===== src/rtl/busca_instrucao_pkg.sv =====
// Shared definitions for the instruction sequencer: opcodes, FSM states and
// the instruction word layout handed to unidade_controle.
package busca_instrucao_pkg;

   localparam int unsigned INSTR_W = 9;
   localparam int unsigned OP_W    = 3;

   localparam logic [OP_W-1:0] OP_MV   = 3'b000;
   localparam logic [OP_W-1:0] OP_MVI  = 3'b001;
   localparam logic [OP_W-1:0] OP_ADD  = 3'b010;
   localparam logic [OP_W-1:0] OP_SUB  = 3'b011;
   localparam logic [OP_W-1:0] OP_MVNZ = 3'b100;
   localparam logic [OP_W-1:0] OP_HALT = 3'b111;

   typedef enum logic [2:0] {
      OCIOSO      = 3'd0,
      BUSCA_I     = 3'd1,
      LE_I        = 3'd2,
      BUSCA_D     = 3'd3,
      LE_D        = 3'd4,
      EMITE       = 3'd5,
      ESPERA_DONE = 3'd6,
      PARADO      = 3'd7
   } estado_t;

   // Instruction word: opcode followed by the two register fields
   typedef struct packed {
      logic [OP_W-1:0] op;
      logic [2:0]      rx;
      logic [2:0]      ry;
   } instrucao_t;

endpackage


===== src/rtl/busca_instrucao_if.sv =====
// Bus between the sequencer, its program memory and unidade_controle.
// master = sequencer side, slave = memory / datapath / host side.
interface busca_instrucao_if #(
   parameter int unsigned ADDR_W = 5,
   parameter int unsigned DATA_W = 16
);
   import busca_instrucao_pkg::*;

   logic                Start;
   logic [ADDR_W-1:0]   MemAddr;
   logic [DATA_W-1:0]   MemData;
   logic [INSTR_W-1:0]  Instrucao;
   logic [DATA_W-1:0]   DIN;
   logic                Run;
   logic                Done;
   logic [ADDR_W-1:0]   PC;
   logic                Busy;
   logic                Halted;
   logic                Erro;

   modport master (
      input  Start, MemData, Done,
      output MemAddr, Instrucao, DIN, Run, PC, Busy, Halted, Erro
   );

   modport slave (
      output Start, MemData, Done,
      input  MemAddr, Instrucao, DIN, Run, PC, Busy, Halted, Erro
   );

endinterface


===== src/rtl/busca_instrucao_contador_programa.sv =====
// Program counter: synchronous clear, +1 / +2 step, wraps modulo 2**ADDR_W.
module contador_programa #(
   parameter int unsigned ADDR_W = 5
) (
   input  logic              clk,
   input  logic              rst,
   input  logic              clr,
   input  logic              inc1,
   input  logic              inc2,
   output logic [ADDR_W-1:0] pc
);

   // Clear has priority; +2 skips over an mvi immediate word
   always_ff @(posedge clk or posedge rst) begin
      if (rst)       pc <= '0;
      else if (clr)  pc <= '0;
      else if (inc2) pc <= pc + ADDR_W'(2);
      else if (inc1) pc <= pc + ADDR_W'(1);
   end

endmodule


===== src/rtl/busca_instrucao.sv =====
// Instruction sequencer in front of unidade_controle: fetches instructions
// (plus the mvi immediate), pulses Run, waits for Done and advances the PC.
// Stops on halt or when Done does not arrive within DONE_TIMEOUT cycles.
module busca_instrucao
   import busca_instrucao_pkg::*;
#(
   parameter int unsigned ADDR_W       = 5,
   parameter int unsigned DATA_W       = 16,
   parameter int unsigned DONE_TIMEOUT = 15
) (
   input  logic               Clock,
   input  logic               Resetn,
   busca_instrucao_if.master  bus
);

   localparam int unsigned CNT_W = $clog2(DONE_TIMEOUT + 1);

   estado_t           estado, estado_n;
   instrucao_t        instr_q, instr_n;
   logic [DATA_W-1:0] din_q, din_n;
   logic              erro_q, erro_n;
   logic [CNT_W-1:0]  cnt_q, cnt_n;
   logic              pc_clr, pc_inc1, pc_inc2;
   logic [ADDR_W-1:0] pc;

   contador_programa #(.ADDR_W(ADDR_W)) u_pc (
      .clk  (Clock),
      .rst  (Resetn),
      .clr  (pc_clr),
      .inc1 (pc_inc1),
      .inc2 (pc_inc2),
      .pc   (pc)
   );

   // State and held datapath-facing registers
   always_ff @(posedge Clock or posedge Resetn) begin
      if (Resetn) begin
         estado  <= OCIOSO;
         instr_q <= '0;
         din_q   <= '0;
         erro_q  <= 1'b0;
         cnt_q   <= '0;
      end else begin
         estado  <= estado_n;
         instr_q <= instr_n;
         din_q   <= din_n;
         erro_q  <= erro_n;
         cnt_q   <= cnt_n;
      end
   end

   // Next-state, register updates and PC control
   always_comb begin
      estado_n = estado;
      instr_n  = instr_q;
      din_n    = din_q;
      erro_n   = erro_q;
      cnt_n    = cnt_q;
      pc_clr   = 1'b0;
      pc_inc1  = 1'b0;
      pc_inc2  = 1'b0;
      case (estado)
         OCIOSO: begin
            if (bus.Start) begin
               estado_n = BUSCA_I;
               pc_clr   = 1'b1;
            end
         end
         BUSCA_I: estado_n = LE_I;
         LE_I: begin
            instr_n = instrucao_t'(bus.MemData[INSTR_W-1:0]);
            if (instr_n.op == OP_HALT) begin
               estado_n = PARADO;
            end else if (instr_n.op == OP_MVI) begin
               estado_n = BUSCA_D;
            end else begin
               din_n    = '0;
               estado_n = EMITE;
            end
         end
         BUSCA_D: estado_n = LE_D;
         LE_D: begin
            din_n    = bus.MemData;
            estado_n = EMITE;
         end
         EMITE: begin
            cnt_n    = '0;
            estado_n = ESPERA_DONE;
         end
         ESPERA_DONE: begin
            // Done is checked first so it wins over a coincident expiry
            if (bus.Done) begin
               estado_n = BUSCA_I;
               if (instr_q.op == OP_MVI) pc_inc2 = 1'b1;
               else                      pc_inc1 = 1'b1;
            end else if (cnt_q == CNT_W'(DONE_TIMEOUT - 1)) begin
               erro_n   = 1'b1;
               estado_n = PARADO;
            end else begin
               cnt_n = cnt_q + CNT_W'(1);
            end
         end
         PARADO: begin
            if (bus.Start) begin
               estado_n = BUSCA_I;
               pc_clr   = 1'b1;
               erro_n   = 1'b0;
            end
         end
         default: estado_n = OCIOSO;
      endcase
   end

   // Memory address follows the state: immediate word sits right after the mvi
   assign bus.MemAddr   = (estado == BUSCA_D) ? pc + ADDR_W'(1) : pc;
   assign bus.Instrucao = instr_q;
   assign bus.DIN       = din_q;
   assign bus.Run       = (estado == EMITE);
   assign bus.PC        = pc;
   assign bus.Busy      = (estado != OCIOSO) && (estado != PARADO);
   assign bus.Halted    = (estado == PARADO);
   assign bus.Erro      = erro_q;

endmodule


===== src/flat_wrapper.sv =====
// flat-port wrapper written by rule: the top's interface ports become plain ports
module busca_instrucao_flat import busca_instrucao_pkg::*;
#(
   parameter int unsigned ADDR_W       = 5,
   parameter int unsigned DATA_W       = 16,
   parameter int unsigned DONE_TIMEOUT = 15
)
  (Clock, Resetn, bus_Start, bus_MemData, bus_Done, bus_MemAddr, bus_Instrucao, bus_DIN, bus_Run, bus_PC, bus_Busy, bus_Halted, bus_Erro);
  busca_instrucao_if #(.ADDR_W(ADDR_W), .DATA_W(DATA_W)) bus_i ();
  input  logic Clock;
  input  logic Resetn;
  input wire logic [$bits(bus_i.Start)-1:0] bus_Start;
  input wire logic [$bits(bus_i.MemData)-1:0] bus_MemData;
  input wire logic [$bits(bus_i.Done)-1:0] bus_Done;
  output wire logic [$bits(bus_i.MemAddr)-1:0] bus_MemAddr;
  output wire logic [$bits(bus_i.Instrucao)-1:0] bus_Instrucao;
  output wire logic [$bits(bus_i.DIN)-1:0] bus_DIN;
  output wire logic [$bits(bus_i.Run)-1:0] bus_Run;
  output wire logic [$bits(bus_i.PC)-1:0] bus_PC;
  output wire logic [$bits(bus_i.Busy)-1:0] bus_Busy;
  output wire logic [$bits(bus_i.Halted)-1:0] bus_Halted;
  output wire logic [$bits(bus_i.Erro)-1:0] bus_Erro;
  assign bus_i.Start = bus_Start;
  assign bus_i.MemData = bus_MemData;
  assign bus_i.Done = bus_Done;
  assign bus_MemAddr = bus_i.MemAddr;
  assign bus_Instrucao = bus_i.Instrucao;
  assign bus_DIN = bus_i.DIN;
  assign bus_Run = bus_i.Run;
  assign bus_PC = bus_i.PC;
  assign bus_Busy = bus_i.Busy;
  assign bus_Halted = bus_i.Halted;
  assign bus_Erro = bus_i.Erro;
  busca_instrucao #(.ADDR_W(ADDR_W), .DATA_W(DATA_W), .DONE_TIMEOUT(DONE_TIMEOUT)) u_core (.Clock(Clock), .Resetn(Resetn), .bus(bus_i));
endmodule

===== config.mk =====
export PLATFORM = sky130hd
export DESIGN_NAME = busca_instrucao_flat
export DESIGN_NICKNAME = d
export VERILOG_FILES = /design/src/rtl/busca_instrucao_pkg.sv /design/src/rtl/busca_instrucao_if.sv /design/src/rtl/busca_instrucao_contador_programa.sv /design/src/rtl/busca_instrucao.sv /design/src/flat_wrapper.sv
export SDC_FILE = /design/constraint.sdc
export NUM_CORES = 1
export LEC_CHECK = 0
export CAP_MARGIN = 40
export CORE_MARGIN = 2
export CORE_UTILIZATION = 49
export DETAILED_ROUTE_END_ITERATION = 7
export MAX_ROUTING_LAYER = met4
export PLACE_DENSITY_LB_ADDON = 0.2
export SYNTH_ARGS = -nofsm -noshare
export SYNTH_HDL_FRONTEND = slang
export SYNTH_SLANG_ARGS = --single-unit

===== constraint.sdc =====
create_clock -name Clock -period 4.5 [get_ports Clock]
set_input_delay 0.9 -clock Clock [delete_from_list [all_inputs] [get_ports Clock]]
set_output_delay 0.9 -clock Clock [all_outputs]
set_load 0.01 [all_outputs]

== Yosys cells after proc, flatten, opt, wreduce, memory -nomap -nowiden ==
Index checks and enable logic that the tools add are counted.

* Shifts and indexed selects: 0
* Reductions and logical operators: 12
* Divide/modulo/power cells: 0
* Bitwise logic cells: 0
* Equal/unequal tests: 20
* Add/subtract/negate cells: 3
* Multiply operators: 0
* Order comparisons: 0
* Multiplexer cells: 28

{| class="wikitable"
|+ Operators with widths
! operator !! number
|-
| 2-to-1 mux 16 bit || 2
|-
| one-hot mux 16 bit (2 select lines) || 1
|-
| one-hot mux 3 bit (7 select lines) || 1
|-
| 2-to-1 mux 5 bit || 4
|-
| == test 3 bit (second input constant) || 5
|-
| 2-to-1 mux 3 bit || 5
|-
| 2-to-1 mux 1 bit || 11
|-
| != test 2 bit (second input constant) || 5
|-
| == test 3 x 1 -> 1 bit (second input constant) || 3
|-
| 2-to-1 mux 4 bit || 2
|-
| one-hot mux 4 bit (2 select lines) || 1
|-
| == test 3 x 2 -> 1 bit (second input constant) || 2
|-
| AND reduction 3 bit || 2
|-
| nonzero test 2 bit || 3
|-
| nonzero test 3 bit || 2
|-
| adder 5 x 1 -> 5 bit (second input constant) || 1
|-
| adder 5 x 2 -> 5 bit (second input constant) || 1
|-
| adder 4 x 1 -> 4 bit (second input constant) || 1
|-
| == test 4 bit (second input constant) || 1
|-
| != test 2 x 1 -> 1 bit (second input constant) || 2
|-
| AND reduction 4 bit || 1
|-
| zero test 3 bit || 1
|-
| != test 3 x 2 -> 1 bit (second input constant) || 1
|-
| != test 3 bit (second input constant) || 1
|-
| other kinds (4) || 4
|}

* Output and inout port bits: 39
* RAM bits: 0
* Memories: 0
* Input bits: 20
* Flip-flop bits (word level): 38
* Logic and storage cells: 71
* Bits in latches: 0
* Bits in read-only memories: 0

== Logic depth before layout (Yosys ltp) ==
Gate-level depths: netlist of run 1.

* Word-level depth: 7
* Mapped depth: 6
* Gate-level depth less buffers: 6

== Modules after synthesis ==
A second synthesis of run 1 with hierarchy kept.

* Cell total of the unflattened synthesis: 179
* Area, all modules: 1990.7 um^2

{| class="wikitable"
|+ Modules (own cells, without submodules)
! module !! times used !! cells each !! area each (um^2) !! seq. area each (um^2)
|-
| busca_instrucao || 1 || 147 || 1692.9 || 825.8
|-
| contador_programa || 1 || 32 || 297.8 || 125.1
|}

== Least setup slack after synthesis of run 1 ==
No wires, ideal clock.

* Path type: register to output
* From: reg u_core.estado[0]
* To: out bus_MemAddr[3]
* Cell stages (with the launch flop): 5
* Arrival: 1259 ps
* Path buffers: 1
* Path slack: 2341 ps
* Data required time: 3600 ps
* Cell sequence: dfrtp_1 clkbuf_1 and3_1 nand3_1 xnor2_1

* Longest elaborated chain between the ends: 2

{| class="wikitable"
|+ RTL lines
! element !! line !! RTL
|-
| start: declaration || busca_instrucao.sv:18 || <nowiki>estado_t estado, estado_n;</nowiki>
|-
| start signal: assignment || busca_instrucao.sv:44 || <nowiki>estado <= estado_n;</nowiki>
|-
| == test 3 x 2 -> 1 bit || busca_instrucao.sv:115 || <nowiki>assign bus.MemAddr = (estado == BUSCA_D) ? pc + ADDR_W'(1) : pc;</nowiki>
|-
| 2-to-1 mux 5 bit || busca_instrucao.sv:115 ||
|-
| end: declaration || flat_wrapper.sv:15 || <nowiki>output wire logic [$bits(bus_i.MemAddr)-1:0] bus_MemAddr;</nowiki>
|}

No other way between the ends.

== Final worst setup path of run 1 ==
Ends and elaborated chain as after synthesis.

==> results of run 1 <==
==> how the worst max path moves through the flow <==
stage,endpoint,depth (start not counted),slack (ns)
2_1_floorplan,bus_MemAddr[3],4,2.34
3_3_place_gp,bus_MemAddr[3],4,1.96
3_5_place_dp,bus_MemAddr[3],4,1.86
4_1_cts,bus_MemAddr[3],4,1.47
5_1_grt,bus_MemAddr[3],4,1.35
6_report,bus_MemAddr[3],4,1.48
==> synthesized netlist by cell type, types with 4 or more instances <==
cell type,n,area share [%]
mux2i_1,6,3.4
dfrtp_1,38,53
nor2_1,5,1.1
a22o_1,17,8.4
mux2_2,9,5.7
xnor2_1,4,2.0
a21oi_1,6,1.7
inv_1,8,1.7
nand2_1,13,2.7
o21ai_0,9,2.5
nand3_1,6,1.7
ha_1,4,2.8
==> logic make-up (layout without fill, tap and decap cells) <==
| group | after synthesis | after routing | synth area share, % |
|---|---|---|---|
| adders and majority gates | 4 | 4 | 2.81 |
| and+or+nand+nor | 46 | 46 | 14.5 |
| DFF | 38 | 38 | 53.4 |
| AOI/OAI and AO/OA | 37 | 37 | 14.8 |
| muxes | 15 | 15 | 9.07 |
| xor gates and xnor gates | 5 | 5 | 2.46 |
| buffers and inverters | 13 | 76 | 2.95 |
==> registers in the layout (all words and copies together) (netlist names) <==
| name | cells |
|---|---|
| u_core.u_pc.pc | 5 |
| u_core.estado | 3 |
| u_core.cnt_q | 4 |
| u_core.bus.DIN | 16 |
| u_core.bus.Erro | 1 |
| u_core.bus.Instrucao | 9 |
==> worst register-to-register path, cell delays in order (launching register included) <==
cell and delay (ns):
dfrtp_1 0.58, or4b_1 0.59, and3_4 0.20, o21ai_0 0.19, o21ai_0 0.12
==> final cells by class <==
class	instances	area, sq um
sequential	38	951
fill	252	946
multi-input combinational	107	777
timing repair buffer	61	607
tap	46	57.6
clock buffer	5	37.5
inverter	8	30.0
clock inverter	2	10.0
==> metal layers <==
layer	up-vias	wire (um)	GRT usage, %
met3	6	195	3.87
met2	52	2130	37.9
met4	0	53	8.51
li1	697	-	-
met5	-	0	-
met1	728	1800	28.0
==> power by group <==
part	total, mW	internal [mW]	switching (mW)
combinational	0.805	0.462	0.344
sequential	0.621	0.483	0.138
clock	0.165	0.0563	0.109
total	1.59	1.00	0.591
==> placed cells by master (no fill, tap or decap), types with 2 or more instances in the layout <==
cell type	instances
nor3_2	2
nor3_1	3
mux2i_1	6
or3_1	2
clkdlybuf4s50_1	58
a22o_1	17
nand4_1	2
nor2b_1	2
buf_4	2
a21oi_1	6
xnor2_1	4
ha_1	4
and3_1	3
nand3_1	6
nand2_1	13
mux2_2	9
o21bai_1	2
clkbuf_4	5
clkinv_2	2
o21ai_0	9
inv_1	8
dfrtp_1	38
nor2_1	5
==> metrics by stage <==
step / instances / power, mW / utilization (%) / setup slack, ns / area [sq um]
after global routing: 267 / 1.70 / 72.3 / 1.35 / 2470
after detailed placement: 260 / 1.44 / 70.9 / 1.86 / 2420
after CTS: 267 / 1.61 / 72.3 / 1.47 / 2470
after floorplan: 158 / 1.02 / - / 2.34 / 1780
after global placement: 259 / 1.39 / 70.6 / 1.96 / 2410
final: 267 / 1.59 / 72.3 / 1.48 / 2470
==> results.md, run 1 <==
- RR Endpoint: u_core.u_pc.pc[2]
- Hold path depth: 1
- Layout cells sized above 1: ~11%
- Period minus WS final: 3.02 ns
- Worst-margin pin slew: 0.570 ns
- Post-synth EDFFs: 0
- Syn_nets: 182
- Port Buf Inserts: a little under 60
- GRT Total Usage: 22.8%
- RD Place Congestion: 0.853
- Cts repair resizes: 0
- Vias: 1,483
- Status: finished clean
- Clock slew at reported path FFs: 0.12 ns
- Global-route wire length before repair: roughly 7000 um
- Clk buf depth: 2
- Critical path launch point type: flop
- Setup violations, final: 0
- Predominant post-synthesis flop cell: dfrtp_1
- Worst path bufs/invs: 1
- Synth Instances: 158
- Worst hold margin: 0.492 ns
- Worst-path maximum fanout: 16
- Chip width: approximately 64 um
- Initial Utilization: 52.1%
- Setup CP Type: reg -> out
- Synth cell types: 33
- Slew Limit Headroom: about three fifths
- Core region area: 0.00342 sq mm
- # IOs: 59
- Chip height: 64.3 um
- Gr ovfl total: 0
- Crit share post-route: 67.1%
- Hold Startpoint: u_core.cnt_q[3]
- Rows: 21
- Drt via density: 5.55
- # nets final: roughly 250
- Crit path launch: u_core.estado[0]
- PD cells: 644 mW/mm^2
- Critical Path AT: 2.12 ns
- Largest stage delay on the critical path: 0.66 ns
- FF+latch count, synth: 38
- DR DRC count: 0
- Crit path cell chain: and3_1, nand3_1, xnor2_1, clkdlybuf4s50_1
- Clock skew: about 0.021 ns
- Initial antenna violation count: 0
- Fmax: 0.331 GHz
- Die ar.: 0.00413 sq mm
- Synthesized area: 0.00178 sq mm
- CTS tree: done
- Unrepaired setup endpoints after global routing: no
- Max-Cap Viols: 0
- Pleak: roughly 1.1 nW
- Final HPWL DP: 3040 um
- Worst-Skew Late Latency: 0.34 ns
- Hold EP: u_core.cnt_q[3]
- Register area share after synthesis: a little over half
- Postcts setup bufs: 0
- Hold Vio Cnt, Final: 0
- Root Buffer: clkbuf_4
- Crit. End Element: primary output
- Reg2reg start: u_core.estado[0]
- H-tree levels: 2
- Post-route setup TNS: 0 ns
- Slowest cell on crit path: dfrtp_1
- CP required: 3.60 ns
- Diode count: 0
- Slew Viols, Final: 0
- WL final: 4180 um
- Area growth syn-to-layout: 38.7%
- Synth Warn #: 0
- Syn_area_per_cell: 11.3 sq um
- Number of routed nets with antenna violations: 0
- Drt wl/cell: between 15 and 20 um
- CP delay by family, top: flip-flops
- Hold Buf Count CTS: 0
- # clock sinks: 38
- Initial drt markers: 77
- Detailed Routing Iterations Pass 1: 4
- Async S/R FF share, synth: 100%
- Number of global-route vias before repair: 1,451
- Reg2reg setup slack: roughly 2.7 ns
- TritonCTS Buffers: 5
- Maximum VDD drop: about 0.00035 V
- Reg2reg path depth: 4
- Largest net degree at the start of global routing: 39
- Worst Hold Class: reg -> reg
Note: power is estimated with default switching activity, not from simulation.
==> inputs of run 2 (changes only) <==
Settings changed: CORE_UTILIZATION 49 to 45.
Clock period 4.5 ns to 2.8 ns, I/O delays scaled along.
==> run 2 against run 1 <==
  * Clock power grew to 2.8 times the previous value
  * Clock-buffer cell count is 1 higher
  * Hold slack got worse by 0.016 ns
  * Wire length fell by 6.2%
  * Clock skew fell by 0.017 ns
  * Critical path depth is 1 higher
  * Register-to-register slack got worse by 1.7 ns
  * Sequential share of layout area fell by 0.97 points
  * Critical endpoint unchanged
  * Largest cell class unchanged
==> results.md, run 2 (synthesized netlist as in run 1, its figures left out) <==
- Final HPWL DP: ~2900 um
- Max-Cap Viols: 0
- Clock slew at reported path FFs: 0.07 ns
- Global Route met2 Usage: 31.8%
- H-tree levels: 2
- Fin worst setup slack: 0.203 ns
- Worst-path maximum fanout: 12
- Most frequent cells in the layout: clkdlybuf4s50_1, dfrtp_1, a22o_1
- Cts repair resizes: 0
- Detailed Routing Iterations Pass 1: 4
- Unrepaired setup endpoints after global routing: no
- Period minus WS final: 2.60 ns
- RD Place Congestion: 0.769
- Core region area: 0.00374 sq mm
- Fmax: about 0.39 GHz
- Met1 usage: 25.6%
- Worst-margin pin slew: 0.546 ns
- Vias: 1,437
- CTS tree: done
- Worst-Skew Late Latency: 0.28 ns
- GRT Total Usage: between 10% and 20%
- Critical path launch point type: flop
- CP required: around 2.2 ns
- Area occupied by registers: 951 sq um
- WL final: 3920 um
- Setup violations, final: 0
- Number of flip-flops in the largest register: 16
- TritonCTS Buffers: 5
- Clk buf depth: 2
- Number of routed nets with antenna violations: 0
- Initial Utilization: 47.6%
- Most common cell after layout, fill and taps aside: clkdlybuf4s50_1
- Footprint of the multi-input gates: ~780 sq um
- Drt via density: 5.34
- Diode count: 0
- Final core occ: 67.7%
- # IOs: 59
- Gr ovfl total: 0
- DP Worst Slack: just under 0.5 ns
- Busiest layer in global routing: met2
- Worst Hold Class: reg -> reg
- Global-route wire length before repair: 6570 um
- # nets final: 245
- Layout cells sized above 1: ~11%
- Setup CP Type: reg -> out
- Met3 GRT Util: 5.07%
- Clock skew: 0.00457 ns
- Hold Buf Count CTS: 0
- Crit. End Element: primary output
- Fill cells: approximately 300
- DR DRC count: 0
- Pleak: 1.12 nW
- Number of global-route vias before repair: approximately 1,400
- Initial drt markers: 86
- Chip width: 66.9 um
- Post-route setup TNS: 0 ns
- PD cells: 1080 mW/mm^2
- Slew Viols, Final: 0
- # clock sinks: 38
- Slew Limit Headroom: 63.4%
- Largest net degree at the start of global routing: 39
- Root Buffer: clkbuf_8
- Port Buf Inserts: 58
- Chip height: 66.9 um
- Area growth syn-to-layout: 42.3%
- Drt wl/cell: 14.6 um
- Critical Path AT: 2.04 ns
- Postcts setup bufs: 0
- Die ar.: 0.00448 sq mm
- Status: finished clean
- Initial antenna violation count: 0
- Maximum VDD drop: 0.000591 V
- Crit share post-route: 92.8%
- Total chip power: ~2.7 mW
- Worst hold margin: 0.476 ns
- Hold Vio Cnt, Final: 0
- Rows: 22
==> run 2: worst paths after layout <==
kind	from	endpoint	slack (ns)	cells after the start
setup / recovery	u_core.estado[2]	bus_MemAddr[3]	0.20	5
hold / removal	u_core.cnt_q[3]	u_core.cnt_q[3]	0.48	1
setup reg to reg	u_core.estado[1]	u_core.u_pc.pc[4]	0.99	4
hold reg to reg	u_core.cnt_q[3]	u_core.cnt_q[3]	0.48	1
max in group asynchronous	Resetn	u_core.estado[2]	1.78	3
min in group asynchronous	Resetn	u_core.bus.Instrucao[0]	0.68	3
==> run 2: metrics by stage <==
stage | instances | instance area (sq um)
final | 269 | 2530
after global routing | 269 | 2530
after CTS | 269 | 2530
after detailed placement | 262 | 2420
after global placement | 261 | 2410
after floorplan | 158 | 1780
==> run 2: layout make-up <==
cell class / instances / share of cell area, %
Timing Repair Buffer: 61 / 23.8
Tap cell: 48 / 2.37
Clock buffer: 6 / 3.26
Multi-Input combinational cell: 107 / 30.7
Inverter: 8 / 1.19
Sequential cell: 38 / 37.5
Clock inverter: 1 / 1.19
==> run 2: routing by layer <==
metal | vias up | part of all wire (%)
met2 | 40 | 49
met1 | 695 | 45
met5 | - | 0
met3 | 6 | 5.7
met4 | 0 | 0.84
li1 | 696 | -
==> run 2: critical path: stages (launching register included) <==
cell	delay (ns)
dfrtp_1	0.49
inv_1	0.20
and3_1	0.26
nand3_1	0.11
xnor2_1	0.15
clkdlybuf4s50_1	0.55
==> run 2: where the power goes <==
part / internal [mW] / total [mW] / leakage [nW] / switching, mW
sequential: 0.778 / 1.00 / 0.476 / 0.222
clock: 0.285 / 0.462 / 0.0573 / 0.177
combinational: 0.736 / 1.27 / 0.587 / 0.535
total: 1.80 / 2.73 / 1.12 / 0.934
==> inputs of run 3 (changes only) <==
Settings changed: ABC_AREA set to 1, CORE_UTILIZATION 45 to 43, HOLD_SLACK_MARGIN set to 0.03.
Clock period 2.8 ns to 2.2 ns, I/O delays scaled along.
==> run 3 against run 2 <==
  * Combinational power is 60% higher
  * Flip-flop and latch count stayed put
  * Synthesized cell count is 63% higher
  * Synthesized area is 15% higher
  * Cell count is 40% higher
  * Global-route usage is 1.3 points lower
  * Sequential share of layout area is 3.3 points lower
==> results.md, run 3 <==
- Setup violations, final: 0
- Clock slew at reported path FFs: 0.08 ns
- Core region area: 0.00466 sq mm
- # nets final: 346
- Synthesized area: 0.00204 sq mm
- Final core occ: 59.7%
- Worst Hold Class: reg -> reg
- Footprint of the multi-input gates: 943 sq um
- Reg2reg path depth: 7
- CP required: 1.76 ns
- H-tree levels: 2
- Yosys top cell area share: 46.6%
- Synth cell types: 26
- Worst path bufs/invs: 1
- Most frequent cells in the layout: nand2_1, clkdlybuf4s50_1, dfrtp_1
- CP delay by family, top: buffers and inverters
- Worst-Skew Late Latency: 0.29 ns
- Initial Utilization: 43.8%
- Number of routed nets with antenna violations: 0
- Global-route wire length before repair: approximately 7400 um
- Most common cell after layout, fill and taps aside: nand2_1
- Area growth syn-to-layout: 36.2%
- Critical path depth in cells: 4
- Hold Vio Cnt, Final: 0
- Crit. End Element: primary output
- Port Buf Inserts: 58
- RD Place Congestion: 0.806
- Clk buf depth: 2
- Crit share post-route: a little over nine tenths
- Setup CP Type: reg -> out
- Fill cells: 431
- Crit path cell chain: nand2_1, nor2_4, xor2_1, clkdlybuf4s50_1
- Slowest cell on crit path: clkdlybuf4s50_1
- Synth Warn #: 0
- PD cells: 1350 mW/mm^2
- Diode count: 0
- Slew Viols, Final: 0
- Fmax: 0.470 GHz
- DR DRC count: 0
- Final HPWL DP: 3110 um
- Chip width: around 73 um
- Worst-path maximum fanout: 5
- Gr ovfl total: 0
- # clock sinks: 38
- Initial drt markers: 66
- FF+latch count, synth: 38
- Syn_area_per_cell: 7.95 sq um
- Post-route setup TNS: 0 ns
- Crit path launch: u_core.estado[1]
- Reg2reg start: u_core.estado[0]
- Critical Path AT: 1.69 ns
- CTS tree: done
- TritonCTS Buffers: 5
- WL final: 4390 um
- Maximum VDD drop: 0.000691 V
- Post-synth EDFFs: 0
- Detailed Routing Iterations Pass 1: 4
- Chip height: 72.9 um
- Root Buffer: clkbuf_8
- Synth area leaders: dfrtp_1, nand2_1, nand2_2, nand3_1, inv_1
- GRT Total Usage: 18.6%
- Count leader, synth: nand2_1
- Initial antenna violation count: 0
- Max-Cap Viols: 0
- Largest stage delay on the critical path: 0.54 ns
- Rows: 25
- Slew Limit Headroom: 65.3%
- Async S/R FF share, synth: 100%
- Number of global-route vias before repair: ~1,600
- Critical Path End: bus_MemAddr[0]
- Largest net degree at the start of global routing: 39
- Reg2reg setup slack: between 0.6 and 0.7 ns
- # IOs: between 50 and 60
- Number of flip-flops in the largest register: 16
- Syn_nets: approximately 280
- Worst-margin pin slew: 0.520 ns
- Status: finished clean
- Synth Instances: 257
- Drt wl/cell: 11.6 um
- Drt via density: 4.77
- Top cells by count, synth: nand2_1, dfrtp_1, inv_1
- Pleak: 1.40 nW
- Clock skew: around 0.0070 ns
- Die ar.: 0.00532 sq mm
- Cell taking the most area after synthesis: dfrtp_1
- Worst hold margin: ~0.47 ns
- Hold Buf Count CTS: 0
- Register area share after synthesis: 46.6%
- Unrepaired setup endpoints after global routing: yes
- Period minus WS final: ~2.1 ns
- RR Endpoint: u_core.bus.DIN[2]
- Layout cells sized above 1: 14.9%
- Vias: around 1,800
- Area occupied by registers: 952 sq um
- Predominant post-synthesis flop cell: dfrtp_1
- Critical path launch point type: flop
run 3: cell count changes after synthesis, moves of 6 or more:
cell / before / now
inv_1: 8 / 21
mux2_2: 9 / 0
nand2_1: 13 / 103
mux2i_1: 6 / 0
nand3_1: 6 / 17
nand2_2: 0 / 18
a22o_1: 17 / 0
run 3: cells by family (layout without fill, tap and decap cells):
kind of cell / Yosys count / after routing / share of synthesized area [%]
and+or+nand+nor: 159 / 159 / 36.2
adders and majority gates: 4 / 4 / 2.45
xor gates and xnor gates: 4 / 4 / 1.72
DFF: 38 / 38 / 46.6
AOI/OAI and AO/OA: 22 / 22 / 5.58
buffers and inverters: 30 / 96 / 7.48
run 3: final cells by class:
cell class,instances,share of cell area (%)
Clock buffer,6,2.97
Inverter,22,2.97
Multi-Input combinational cell,189,33.9
Clock inverter,2,0.450
Timing Repair Buffer,66,23.0
Tap cell,54,2.43
Sequential cell,38,34.2
run 3: how the worst min path moves through the flow:
stage                       startpoint                 endpoint  slack [ns]  depth (start not counted)
5_1_grt        u_core.bus.Instrucao[5]  u_core.bus.Instrucao[5]        0.51                          2
4_1_cts              u_core.bus.DIN[3]        u_core.bus.DIN[3]        0.48                          2
2_1_floorplan          u_core.cnt_q[3]          u_core.cnt_q[3]        0.50                          2
3_3_place_gp   u_core.bus.Instrucao[4]  u_core.bus.Instrucao[4]        0.45                          2
6_report             u_core.bus.DIN[3]        u_core.bus.DIN[3]        0.47                          2
3_5_place_dp         u_core.bus.DIN[3]        u_core.bus.DIN[3]        0.46                          2
run 3: through the flow:
| step | power [mW] | setup WS [ns] | cell area (sq um) | cells |
|---|---|---|---|---|
| after floorplan | 2.42 | 0.606 | 2040 | 257 |
| final | 3.75 | 0.0701 | 2780 | 377 |
| after CTS | 3.77 | 0.0467 | 2760 | 376 |
| after detailed placement | 3.26 | 0.193 | 2670 | 368 |
| after global placement | 3.23 | 0.218 | 2670 | 368 |
| after global routing | 4.08 | -0.0130 | 2780 | 377 |
run 3: power by group:
part	switching [mW]	internal, mW
Combinational	1.08	0.951
Sequential	0.225	0.987
Clock	0.258	0.252
Total	1.56	2.19
run 3: worst register-to-register path, cell delays in order (launching register included):
cell,delay (ns)
dfrtp_1,0.39
buf_4,0.17
nor3_2,0.21
inv_1,0.19
nand2_1,0.15
nand2_4,0.18
nand2_1,0.12
nand2_1,0.05
run 3: what timing repair did:
item / CTS / global route
pin swaps: 0 / 1
setup endpoints to repair: 4 / 3
cloned: 0 / 0
setup buffers: 0 / 1
resized for setup: 5 / 4
run 3: routing by layer:
layer,routed length (um),GRT usage (%)
met4,68,7.20
met5,0,-
met3,271,5.25
met1,2080,24.5
met2,1970,27.2
